===== src/rtl/prio_enc_queue.sv =====
// Registered priority-encoder queue: captures an N-bit request vector and drains
// each set bit as one encoded index per output handshake (fixed or round-robin).
module prio_enc_queue #(
   parameter int N    = 8,
   parameter int W    = $clog2(N),
   parameter int MODE = 0
) (
   input  logic         Clk,
   input  logic         Rst_n,
   input  logic [N-1:0] Inp,
   input  logic         InValid,
   output logic         InReady,
   input  logic         Clear,
   output logic [W-1:0] Out,
   output logic         OutValid,
   input  logic         OutReady,
   output logic         ZeroFlag,
   output logic [W:0]   PendCount
);

   typedef enum logic {IDLE = 1'b0, BUSY = 1'b1} state_t;

   state_t       state_q, state_d;
   logic [N-1:0] pend_q, pend_d;
   logic [W-1:0] out_q, out_d;
   logic         out_valid_q, out_valid_d;
   logic [W-1:0] last_grant_q, last_grant_d;
   logic         zero_flag_q, zero_flag_d;
   logic [W:0]   pend_count_q, pend_count_d;
   logic [N-1:0] rem;

   // Round-robin walks last-1 down to 0, then N-1 down to last. Later hits in the
   // loop override earlier ones, so k=1 (nearest below last) has top priority.
   // The wrap adds N, so unused codes N..2^W-1 are never produced.
   function automatic logic [W-1:0] sel(input logic [N-1:0] v, input logic [W-1:0] last);
      logic [W-1:0] r;
      logic [W-1:0] idx;
      int           t;
      r = '0;
      if (MODE == 0) begin
         for (int i = 0; i < N; i++)
            if (v[i]) r = W'(i);
      end else begin
         for (int k = N; k >= 1; k--) begin
            t = int'(last) - k;
            if (t < 0) t = t + N;
            idx = W'(t);
            if (v[idx]) r = idx;
         end
      end
      return r;
   endfunction

   function automatic logic [W:0] popcount(input logic [N-1:0] v);
      logic [W:0] c;
      c = '0;
      for (int i = 0; i < N; i++) c = c + (W+1)'(v[i]);
      return c;
   endfunction

   assign rem = pend_q & ~({{(N-1){1'b0}}, 1'b1} << out_q);

   always_comb begin
      state_d      = state_q;
      pend_d       = pend_q;
      out_d        = out_q;
      out_valid_d  = out_valid_q;
      last_grant_d = last_grant_q;
      zero_flag_d  = 1'b0;
      pend_count_d = pend_count_q;
      if (Clear) begin
         state_d      = IDLE;
         pend_d       = '0;
         out_valid_d  = 1'b0;
         pend_count_d = '0;
      end else begin
         case (state_q)
            IDLE: begin
               if (InValid) begin
                  if (|Inp) begin
                     pend_d       = Inp;
                     out_d        = sel(Inp, last_grant_q);
                     out_valid_d  = 1'b1;
                     pend_count_d = popcount(Inp);
                     state_d      = BUSY;
                  end else begin
                     zero_flag_d = 1'b1;
                  end
               end
            end
            BUSY: begin
               if (out_valid_q && OutReady) begin
                  pend_d       = rem;
                  last_grant_d = out_q;
                  pend_count_d = pend_count_q - 1'b1;
                  // next grant searches from the index just granted: no bubble
                  if (|rem) begin
                     out_d = sel(rem, out_q);
                  end else begin
                     out_valid_d = 1'b0;
                     state_d     = IDLE;
                  end
               end
            end
            default: state_d = IDLE;
         endcase
      end
   end

   always_ff @(posedge Clk or negedge Rst_n) begin
      if (!Rst_n) begin
         state_q      <= IDLE;
         pend_q       <= '0;
         out_q        <= '0;
         out_valid_q  <= 1'b0;
         last_grant_q <= '0;
         zero_flag_q  <= 1'b0;
         pend_count_q <= '0;
      end else begin
         state_q      <= state_d;
         pend_q       <= pend_d;
         out_q        <= out_d;
         out_valid_q  <= out_valid_d;
         last_grant_q <= last_grant_d;
         zero_flag_q  <= zero_flag_d;
         pend_count_q <= pend_count_d;
      end
   end

   assign InReady   = (state_q == IDLE);
   assign Out       = out_q;
   assign OutValid  = out_valid_q;
   assign ZeroFlag  = zero_flag_q;
   assign PendCount = pend_count_q;

endmodule


===== config.mk =====
export PLATFORM = sky130hd
export DESIGN_NAME = prio_enc_queue
export DESIGN_NICKNAME = d
export VERILOG_FILES = /design/src/rtl/prio_enc_queue.sv
export SDC_FILE = /design/constraint.sdc
export NUM_CORES = 1
export LEC_CHECK = 0
export CORE_MARGIN = 2
export CORE_UTILIZATION = 25
export DETAILED_ROUTE_END_ITERATION = 10
export GPL_TIMING_DRIVEN = 0
export PLACE_DENSITY = 0.45
export RECOVER_POWER = 100
export SYNTH_ARGS = -nofsm -noshare
export SYNTH_HDL_FRONTEND = slang
export SYNTH_SLANG_ARGS = --single-unit

===== constraint.sdc =====
create_clock -name Clk -period 2.35 [get_ports Clk]
set_clock_uncertainty 0.15 [all_clocks]
set_input_delay 0.235 -clock Clk [delete_from_list [all_inputs] [get_ports Clk]]
set_output_delay 0.235 -clock Clk [all_outputs]
set_load 0.05 [all_outputs]

Word-level counts from Yosys, hierarchy flattened:

Cells that the tools add are included.

* register bits: 18
* latch bits: 0
* RAM bits: 0
* ROM bits: 0
* bits of input ports: 13
* output and inout port bits: 10
* word-level logic and storage cells: 78
* memories: 0

* add/sub/neg operators: 8
* multipliers: 0
* divide/modulo/power cells: 0
* order comparisons: 0
* equal/unequal tests: 8
* shift-type cells: 1
* mux-type cells: 45
* bitwise logic cells: 4
* reductions and logical operators: 6

Operators by type and width (count)
* $mux 3: 16
* $mux 8: 4
* $add 4x1->4: 4
* $mux 1: 16
* $mux 4: 4
* $pmux 8 s2: 1
* $reduce_or 8->1: 2
* $and 8x8->8: 1
* $not 8->8: 1
* $pmux 4 s2: 1
* $shl 1x3->8 const A: 1
* $ne 2x1->1 const B: 3
* $ne 3x2->1 const B: 2
* $pmux 3 s2: 1
* $reduce_and 5->1: 1
* $add 3x1->4: 1
* $pmux 1 s2: 2
* $reduce_and 4->1: 1
* $sub 4x1->4 const B: 1
* $add 2x1->3: 1
* $ne 3x1->1 const B: 1
* $ne 3x3->1 const B: 1
* $reduce_and 3->1: 1
* $add 1x1->2: 1
* 3 further kinds: 4

Depth between registers and ports, before layout:

* depth after elaboration: 13
* mapped depth: 12
* mapped depth without buffers: 12

Least setup slack after synthesis:

OpenSTA, ideal clock, no wires.

* path kind: input-to-reg
* start point: input Inp[0]
* end point: register pend_count_q[1], in the netlist PendCount[1]
* setup time: 0.078 ns
* arrival: 2.865 ns
* required time: 2.122 ns
* slack: -0.742 ns
* cell stages on the path: 12
* path buffers: 0
* path through: fa_1 -> inv_1 -> fa_1 -> fa_1 -> inv_1 -> ha_1 -> inv_1 -> fa_1 -> nor2b_1 -> a211oi_1 -> nor2_1 -> a21oi_1

* word-level cells in the longest chain between the ends: 11
* elaborated cells between the ends (all ways): 14
* those cells by class: 7 x add/sub; 1 x eq/ne; 4 x mux; 2 x reduce/logical

RTL lines
* from (decl): RTL line 10 `input logic [N-1:0] Inp,`
* $add 1x1->2: RTL line 57 `for (int i = 0; i < N; i++) c = c + (W+1)'(v[i]);`
* $add 2x1->3: RTL line 57
* $add 3x1->4: RTL line 57
* $add 4x1->4 (4 in series): RTL line 57
* $mux 4: RTL line 80 `if (|Inp) begin`
* $mux 4: RTL line 79 `if (InValid) begin`
* $pmux 4 s2: RTL line 77 `case (state_q)`
* $mux 4: RTL line 71 `if (Clear) begin`
* to (signal assigned): RTL line 126 `pend_count_q <= pend_count_d;`
* to (decl): RTL line 29 `logic [W:0] pend_count_q, pend_count_d;`

Several ways; a longest one is shown, not always the timed one. The select of a mux whose other input is x is not followed.
A chain may end at the register's enable or synchronous reset.

Worst setup path in the final report:

Ends and elaborated chain as after synthesis.

==> results_dict.tcl <==
set metrics [dict create \
    fin_hold_ws_ns 0.128 \
    synth_cell_type_count 40 \
    crit_path_end_kind "register" \
    gp_congestion 0.817 \
    clk_pin_slew_ns 0.07 \
    r2r_slack_ns -0.11 \
    hold_path_depth 3 \
    pre_cts_ws_ns -1.37 \
    grt_antenna_before_repair 0 \
    die_h_microns 80.3 \
    start_util_pct 26.1 \
    fin_util_pct 33.4 \
    critPathLaunchType "input pin" \
    synth_mux_area_share_pct 6.88 \
    p_leak_nw 0.817 \
    syn_avg_cell_area_sq_um 8.41 \
    path_max_fanout 3 \
    rsz0062_at_grt "yes" \
    hold_start "Inp[0]" \
    synth_compound_area_share_pct 24.0 \
    nNetsFinal 223 \
    period_needed_ns 2.97 \
    hold_end "pend_q[0]" \
    via_per_inst 4.90 \
    fmax_mhz 337 \
    worstPathRequired_ns 2.39 \
    core_area_sq_um 5570 \
    worst_slew_pin_slew_ns 0.899 \
    arrival_ns 3.00 \
    cts_tree "done" \
    power_density_nw_per_um2 763 \
    design_area_sq_um 1860 \
    synth-warning-count 0 \
    status "finished with violations" \
    cts-root-buf "clkbuf_8" \
    r2r-end "Out[0]" \
    cap_violations 0 \
    cpPeakStageDelay_ns 0.53 \
    setup_violations 7 \
    report.final.slew_viol_count 0 \
    worst_path_dominant_cell_family "adder cells" \
    rows 27 \
    wl_per_cell_microns 15.4 \
    cts_buffer_depth 2 \
    area_growth_pct 27.8 \
    grt_pass1_vias 1332 \
    firstDrtPassIters 4 \
    synth_simple_gate_area_share_pct 20.3 \
    synth_top_family_by_area "compound AO/OA/AOI/OAI gates" \
    post_dp_cell_area_sq_um 1780 \
    drive_above_1_share_pct 15.0 \
    fin_crit_sh_pct 126 \
    grt-ovfl-total 0 \
    syn_nets 195 \
    wirelength_microns 4200 \
    synth-adder-area-share_pct 9.80 \
    syn_inst 173 \
    cts_hold_buf 0 \
    vdd_drop_max_mv 0.298 \
    numPortBuffers 22 \
    yosys_most_used_dff "dfrtp_1" \
    grt_pass1_wl_microns 6830 \
    synth_area_sq_um 1460 \
    hpwl_microns 3130 \
    violations "negative setup slack" \
    worst_slack_ns -0.616 \
    path_cells "buf_8 > fa_1 > inv_1 > fa_1 > fa_1 > inv_2 > ha_4 > inv_2 > fa_2 > nor2b_4 > a211oi_2 > nor2_1 > a21oi_1" \
    synth_edf_count 0 \
    diodes 0 \
    ys_seq_elements 18 \
    synth_xor_area_share_pct 0.602 \
    ant_nets 0 \
    first_iter_violations 39 \
    ioPinCount 23 \
    ys_seq_area_share_pct 31.0 \
    power_w 0.00142 \
    die_area_sq_um 6450 \
    maxSlewHeadroom_pct 39.9 \
    drc 0 \
    gr-usage-all-layers_pct 14.1 \
    vias 1333 \
    cpMostUsedCell "fa_1" \
    cpMaxStageDelayCell "fa_1" \
    critical_path_class "in -> reg" \
    ff2ff_path_depth 6 \
    clock_sinks 18 \
    grt_max_degree 19 \
    cts-buffers-inserted 3 \
    clkLatencyLatePin_ns 0.26 \
    crit_buf_inv 4 \
    htreeDepth 1 \
    fp.dieW_microns 80.3 \
    min_path_type "in -> reg" \
    timing_hold_violations_final 0 \
    async_flop_share_pct 100 \
    r2r_start "Out[0]" \
]
## cell usage after synthesis (2+ instances only)
cell type	instances	area, sq um
a211oi_1	3	22.5
a21o_1	2	15.0
a21oi_1	10	50.1
a31oi_1	7	43.8
a32oi_1	2	17.5
and3_1	2	12.5
buf_2	3	15.0
clkbuf_1	6	22.5
dfrtp_1	18	450
fa_1	4	80.1
ha_1	5	62.6
inv_1	16	60.1
mux2_1	3	33.8
mux2i_1	4	40.0
nand2_1	17	63.8
nand2b_1	6	37.5
nand3_1	2	10.0
nor2_1	19	71.3
nor2b_1	6	37.5
o21ai_0	16	80.1
o221ai_1	2	17.5
o311a_1	2	20.0
## final cells by class
type	instances	area (sq um)
Sequential cell	18	450
Fill cell	601	3710
Multi-Input combinational cell	129	916
Inverter	16	60.1
Tap cell	72	90.1
Timing Repair Buffer	23	235
Clock buffer	4	55.1
Buffer	10	52.6
## power by group
group          switching (W)  leakage, nW  internal, W  total, W
sequential         0.0000505        0.230     0.000361  0.000412
combinational       0.000446        0.558     0.000297  0.000743
clock               0.000115       0.0288     0.000149  0.000264
total               0.000612        0.817     0.000807   0.00142
## layout by cell type (no fill, tap or decap), types with 2 or more instances in the layout
cell	n
a211oi_2	2
a21o_1	2
a21oi_1	10
a31oi_1	7
a32oi_1	2
and3_1	2
buf_2	3
buf_8	2
clkbuf_1	3
clkbuf_2	4
clkbuf_8	4
clkdlybuf4s50_1	6
dfrtp_1	18
dlygate4sd3_1	10
fa_1	3
ha_1	4
inv_1	14
inv_2	2
mux2_1	3
mux2i_1	4
nand2_1	17
nand2b_1	6
nand3_1	2
nor2_1	18
nor2b_1	5
o21ai_0	15
o221ai_1	2
o311a_1	2
## per-layer routing
metal	up-vias	wire (microns)	GRT usage, %
met5	-	0	0
met1	643	2020	19.1
met3	4	150	2.81
met2	27	1990	22.8
met4	0	40	3.90
li1	659	-	-
## how the worst max path moves through the flow
stage          cells past startpoint            to  startpoint  slack, ns
4_1_cts                           13  PendCount[1]      Inp[1]      -0.80
6_report                          13  PendCount[1]      Inp[0]      -0.62
3_5_place_dp                      13  PendCount[1]      Inp[0]      -1.37
2_1_floorplan                     12  PendCount[1]      Inp[0]      -0.70
3_3_place_gp                      13  PendCount[1]      Inp[0]      -1.39
5_1_grt                           13  PendCount[1]      Inp[0]      -0.70
## registers in the layout (all words and copies together) (netlist names)
register	cells
state_q	1
ZeroFlag	1
PendCount	4
Out	3
pend_q	8
OutValid	1
## per-stage QoR
step	instances	setup TNS (ns)
floorplan	173	-1.65
global placement	267	-6.29
detailed placement	267	-6.10
CTS	272	-1.96
global route	272	-2.85
finish	272	-1.78
## repair_timing
action | in CTS | in global routing
pin swaps | 7 | 6
endpoints found under the setup margin | 5 | 13
resized for setup | 20 | 14
setup buffers | 1 | 0
## worst reg2reg max path, cell delays in order, from the launching register on
cell and delay (ns):
dfrtp_1 0.39, buf_6 0.14, mux2_4 0.30, o22a_4 0.19, nor4_1 0.60, o22ai_2 0.21, mux2_1 0.36
## logic make-up after synthesis
logic type                 count (synthesis)
DFF                                       18
adders and majority gates                  9
AOI/OAI and AO/OA                         52
muxes                                      9
xor gates and xnor gates                   1
and+or+nand+nor                           58
buffers and inverters                     26
Power figures use the tool's default switching activity.
